File: src/rtl/mux_8x1_rr_sched_pkg.sv
// Shared definitions for the round-robin 8:1 mux scheduler.
//   NUM_REQ / SEL_W : requester count and select width
//   state_e         : scheduler FSM encoding (IDLE / GRANT)
//   idx_to_onehot   : select index -> one-hot grant vector
package mux_8x1_rr_sched_pkg;

  localparam int NUM_REQ = 8;
  localparam int SEL_W   = 3;

  typedef enum logic {
    ST_IDLE  = 1'b0,
    ST_GRANT = 1'b1
  } state_e;

  function automatic logic [NUM_REQ-1:0] idx_to_onehot(input logic [SEL_W-1:0] idx);
    return {{(NUM_REQ-1){1'b0}}, 1'b1} << idx;
  endfunction

endpackage

File: src/rtl/mux_8x1_rr_sched_mux.sv
// Plain 8:1 single-bit mux forming the shared datapath.
//   i : 8 data inputs
//   s : 3-bit select
//   y : selected bit i[s]
module mux_8x1 (
  input  logic [7:0] i,
  input  logic [2:0] s,
  output logic       y
);

  assign y = i[s];

endmodule

File: src/rtl/mux_8x1_rr_sched.sv
// Round-robin scheduler sharing one 8:1 mux among 8 requesters. One requester
// is granted at a time for a burst of up to BURST_LEN beats; the selected data
// bit is forwarded on dout while the granted requester keeps its request up.
//   clk, rst      : rising-edge clock, asynchronous active-high reset
//   en            : scheduler enable; low finishes the current grant, no new ones
//   req[7:0]      : level-sensitive requests
//   din[7:0]      : per-requester data bits (mux inputs)
//   gnt[7:0]      : registered one-hot grant, zero when idle
//   sel[2:0]      : registered mux select
//   dout          : din[sel] qualified by dout_vld
//   dout_vld      : grant active and req[sel] high this cycle
//   busy          : registered, high while in GRANT
module mux_8x1_rr_sched
  import mux_8x1_rr_sched_pkg::*;
#(
  parameter int BURST_LEN = 4,
  parameter int CNT_W     = 4
) (
  input  logic         clk,
  input  logic         rst,
  input  logic         en,
  input  logic [7:0]   req,
  input  logic [7:0]   din,
  output logic [7:0]   gnt,
  output logic [2:0]   sel,
  output logic         dout,
  output logic         dout_vld,
  output logic         busy
);

  localparam logic [CNT_W-1:0] CNT_LAST = CNT_W'(BURST_LEN - 1);

  state_e               state_q, state_d;
  logic [NUM_REQ-1:0]   gnt_q, gnt_d;
  logic [SEL_W-1:0]     sel_q, sel_d;
  logic [SEL_W-1:0]     ptr_q, ptr_d;
  logic [CNT_W-1:0]     cnt_q, cnt_d;
  logic                 busy_q, busy_d;

  logic [SEL_W:0]       pick_idle_s;
  logic [SEL_W:0]       pick_rel_s;
  logic [SEL_W-1:0]     ptr_next_s;
  logic                 beat_s;
  logic                 release_s;
  logic                 raw_s;

  // Returns {found, index} of the first set request scanning ptr, ptr+1, ...
  // Iterating from the farthest offset down lets the nearest one win last.
  function automatic logic [SEL_W:0] rr_pick(input logic [NUM_REQ-1:0] r,
                                             input logic [SEL_W-1:0]   p);
    logic [SEL_W:0]   res;
    logic [SEL_W-1:0] idx;
    res = {(SEL_W+1){1'b0}};
    for (int k = NUM_REQ - 1; k >= 0; k--) begin
      idx = p + k[SEL_W-1:0];
      if (r[idx]) begin
        res = {1'b1, idx};
      end
    end
    return res;
  endfunction

  // Next-state logic: arbitration, burst counting and release/re-arbitration.
  always_comb begin
    state_d     = state_q;
    gnt_d       = gnt_q;
    sel_d       = sel_q;
    ptr_d       = ptr_q;
    cnt_d       = cnt_q;
    ptr_next_s  = sel_q + 3'd1;
    pick_idle_s = rr_pick(req, ptr_q);
    // Release-time arbitration uses the post-release pointer, so the
    // current owner is considered last and a lone requester re-wins.
    pick_rel_s  = rr_pick(req, ptr_next_s);
    beat_s      = (state_q == ST_GRANT) && req[sel_q];
    release_s   = !req[sel_q] || (beat_s && (cnt_q == CNT_LAST)) || !en;

    case (state_q)
      ST_IDLE: begin
        if (en && pick_idle_s[SEL_W]) begin
          state_d = ST_GRANT;
          sel_d   = pick_idle_s[SEL_W-1:0];
          gnt_d   = idx_to_onehot(pick_idle_s[SEL_W-1:0]);
          cnt_d   = {CNT_W{1'b0}};
        end else begin
          state_d = ST_IDLE;
          gnt_d   = {NUM_REQ{1'b0}};
        end
      end
      ST_GRANT: begin
        if (release_s) begin
          ptr_d = ptr_next_s;
          cnt_d = {CNT_W{1'b0}};
          if (en && pick_rel_s[SEL_W]) begin
            state_d = ST_GRANT;
            sel_d   = pick_rel_s[SEL_W-1:0];
            gnt_d   = idx_to_onehot(pick_rel_s[SEL_W-1:0]);
          end else begin
            // sel keeps its value so the last owner stays visible
            state_d = ST_IDLE;
            gnt_d   = {NUM_REQ{1'b0}};
          end
        end else begin
          // Not releasing implies req[sel] is high, i.e. this cycle is a beat
          cnt_d = cnt_q + {{(CNT_W-1){1'b0}}, 1'b1};
        end
      end
      default: begin
        state_d = ST_IDLE;
        gnt_d   = {NUM_REQ{1'b0}};
        cnt_d   = {CNT_W{1'b0}};
      end
    endcase

    busy_d = (state_d == ST_GRANT);
  end

  // Scheduler state and registered outputs; reset abandons any burst.
  always_ff @(posedge clk or posedge rst) begin
    if (rst) begin
      state_q <= ST_IDLE;
      gnt_q   <= {NUM_REQ{1'b0}};
      sel_q   <= {SEL_W{1'b0}};
      ptr_q   <= {SEL_W{1'b0}};
      cnt_q   <= {CNT_W{1'b0}};
      busy_q  <= 1'b0;
    end else begin
      state_q <= state_d;
      gnt_q   <= gnt_d;
      sel_q   <= sel_d;
      ptr_q   <= ptr_d;
      cnt_q   <= cnt_d;
      busy_q  <= busy_d;
    end
  end

  mux_8x1 u_mux (
    .i (din),
    .s (sel_q),
    .y (raw_s)
  );

  assign dout_vld = (|gnt_q) & req[sel_q];
  assign dout     = raw_s & dout_vld;
  assign gnt      = gnt_q;
  assign sel      = sel_q;
  assign busy     = busy_q;

endmodule

File: config.mk
export PLATFORM = sky130hd
export DESIGN_NAME = mux_8x1_rr_sched
export DESIGN_NICKNAME = d
export VERILOG_FILES = /design/src/rtl/mux_8x1_rr_sched_pkg.sv /design/src/rtl/mux_8x1_rr_sched_mux.sv /design/src/rtl/mux_8x1_rr_sched.sv
export SDC_FILE = /design/constraint.sdc
export NUM_CORES = 1
export LEC_CHECK = 0
export BUFFER_PORTS_ARGS = -buffer_cell sky130_fd_sc_hd__buf_4
export CAP_MARGIN = 20
export CORE_ASPECT_RATIO = 0.6
export CORE_MARGIN = 4
export CORE_UTILIZATION = 40
export CTS_CLUSTER_DIAMETER = 150
export CTS_CLUSTER_SIZE = 30
export DETAILED_ROUTE_END_ITERATION = 8
export PLACE_DENSITY_LB_ADDON = 0.3
export SLEW_MARGIN = 20
export SYNTH_ARGS = -nofsm -noshare
export SYNTH_HDL_FRONTEND = slang
export SYNTH_SLANG_ARGS = --single-unit
File: constraint.sdc
create_clock -name clk -period 5 [get_ports clk]
set_clock_uncertainty 0.15 [all_clocks]
set_input_delay 0 -clock clk [delete_from_list [all_inputs] [get_ports clk]]
set_output_delay 0 -clock clk [all_outputs]
set_load 0.02 [all_outputs]
==> impl_metrics.tcl <==
set metrics [dict create \
    status "finished, final reports clean" \
    crit_path_top_delay_cell "ha_1" \
    clock_path_buffers 2 \
    cts_tree "yes" \
    r2r_slack_ns 1.22 \
    firstDrtPassIters 5 \
    critPathBufInv 1 \
    worst_pin_slew_ns 0.824 \
    core_area_sq_um 7420 \
    cts.reportedPaths.clkPinSlew_ns 0.05 \
    antenna_left 0 \
    place.gp.congestion 0.952 \
    period_needed_ns 3.78 \
    layoutNonFillerInstCount 459 \
    dieArea_sq_um 9330 \
    finish.utilization_pct 47.2 \
    setup_violations 0 \
    synth_edf_count 0 \
    worst-path-max-fanout 11 \
    ctsHoldBuffers 2 \
    cap_violations 0 \
    antenna_found_initial 0 \
    synthAdderAreaFrac_pct 1.60 \
    rr_startpoint "sel[0]" \
    postCtsSetupBuffers 0 \
    crit_type "flip-flop to flip-flop" \
    cts_resized 0 \
    initial_core_util_pct 42.1 \
    h-tree-depth 1 \
    drt_iter0_markers 304 \
    finalCritPeriodShare_pct 75.7 \
    hold_path_class "input pin to asynchronous set/reset pin" \
    synthTopCellsByArea "mux4_2 19%, dfrtp_1 15%, mux2i_1 9.0%" \
    crit_family "simple AND/OR/NAND/NOR gates" \
    ys_types 63 \
    yosysTopAreaCell "mux4_2" \
    met3_wirelength_um 919 \
    yosysWarnings 0 \
    cts.sink_count 19 \
    synth_xor_area_share_pct 4.65 \
    syn-cell-area_sq_um 3120 \
    wl_met2_mm 3.43 \
    dp_cells 453 \
    postSynthCellCount 338 \
    grt_max_degree 28 \
    grt_pass1_vias 2645 \
    wl_per_cell_um 18.7 \
    wl_met1_mm 4.20 \
    rsz0062_at_grt "false" \
    dp_hpwl_mm 6.33 \
    io_buffers 32 \
    area_growth_pct 12.1 \
    diodes 0 \
    finalHoldViolCount 0 \
    synth_top_cell_area_share_pct 18.7 \
    drive_gt1_share_pct 26.5 \
    cp_cell_sequence "ha_1 -> buf_4 -> mux2_1 -> mux4_2 -> and4_4 -> a221oi_2 -> a21oi_2 -> nor4_2 -> or3b_1 -> o211ai_2" \
    slew_viol_final 0 \
    clock_latency_ns 0.25 \
    die_h_um 76.5 \
    grt_pass1_wl_mm 14.3 \
    route.detailed.drc 0 \
    final_cell_mix "39 x nand2_1, 39 x buf_4, 28 x mux2i_1" \
    cpPeakStageDelay_ns 0.58 \
    fin_nets 379 \
    synthMuxAreaShare_pct 35.0 \
    viasPerCell 6.42 \
    grt.total_usage_pct 18.6 \
    syn_avg_cell_area_sq_um 9.24 \
    cts_buffers 3 \
    worst-endpoint-arrival_ns 3.81 \
    max_slew_margin_pct 45.1 \
    async_flop_share_pct 100 \
    syn_nets 361 \
    end_kind "flip-flop" \
    ys_seq_elements 19 \
    required_ns 5.03 \
    synth_top_family_by_area "multiplexers" \
    synth-seq-area-share_pct 15.2 \
    totalWireLength_mm 8.56 \
    cts_root_buf "clkbuf_16" \
    synth_simple_gate_area_share_pct 15.1 \
    fmax_mhz 264 \
    fp.dieW_um 122 \
    synthFlopType "dfrtp_1" \
    vias 2947 \
    synth_compound_area_share_pct 22.1 \
    row_count 24 \
    pin_count 33 \
    rr_worst_depth 10 \
    top_layer_used "met4" \
    overflow 0 \
    reg2reg_to "gnt[0]" \
    tns_ns 0 \
    start_kind "flip-flop" \
]
## worst reg2reg max path: stages, from the launching register on
cell      delay, ns
dfrtp_1        0.38
ha_1           0.58
buf_4          0.29
mux2_1         0.33
mux4_2         0.49
and4_4         0.21
a221oi_2       0.25
a21oi_2        0.14
nor4_2         0.42
or3b_1         0.40
o211ai_2       0.06
## how the worst max path moves through the flow
stage                     startpoint  endpoint  slack (ns)  cells after the start
after detailed placement      sel[0]    gnt[0]        1.25                     10
after CTS                     sel[0]    gnt[0]        1.23                     10
after global routing        ptr_q[0]  cnt_q[2]        1.06                     10
final                         sel[0]    gnt[0]        1.22                     10
after floorplan             ptr_q[1]    gnt[3]        1.45                     12
after global placement        sel[0]    gnt[0]        1.38                     10
## per-stage QoR
step                hold slack [ns]  setup slack, ns  area, sq um
detailed placement           0.0154             1.25         3400
CTS                           0.303             1.23         3500
global route                  0.372             1.06         3500
finish                        0.282             1.22         3500
global placement             0.0115             1.38         3400
floorplan                    -0.199             1.45         3120
## state kept, by name, indices dropped and copies added, names as in the netlist
name,flops
busy,1
cnt_q,4
gnt,8
ptr_q,3
sel,3
## Yosys cell counts (all sizes together), types with 13 or more instances
cell type	count
a21oi	16
buf	14
clkbuf	14
dfrtp	19
inv	14
mux2	15
mux2i	29
mux4	27
nand2	39
nor2	17
o211ai	13
o21ai	22
## routing by layer
layer	vias to the layer above	track usage, %
li1	1349	-
met1	1438	31.5
met2	157	24.5
met4	0	0.782
met5	-	0
met3	3	3.93
## layout make-up
type	instances	area (sq um)
well taps	104	130
clock buffers	4	78.8
fillers	712	3920
flip-flops and latches	19	475
multi-input cells	277	2450
inverters	14	52.6
repair buffers	41	313
## cells by family after synthesis
| group | Yosys count |
|---|---|
| simple gates | 96 |
| flops | 19 |
| fa+ha+maj | 4 |
| mux | 71 |
| xor+xnor | 12 |
| compound gates | 94 |
| buf+inv | 42 |
Power is not shown: default switching activity piles up to over one toggle a cycle in this logic, so the estimate is an artifact.
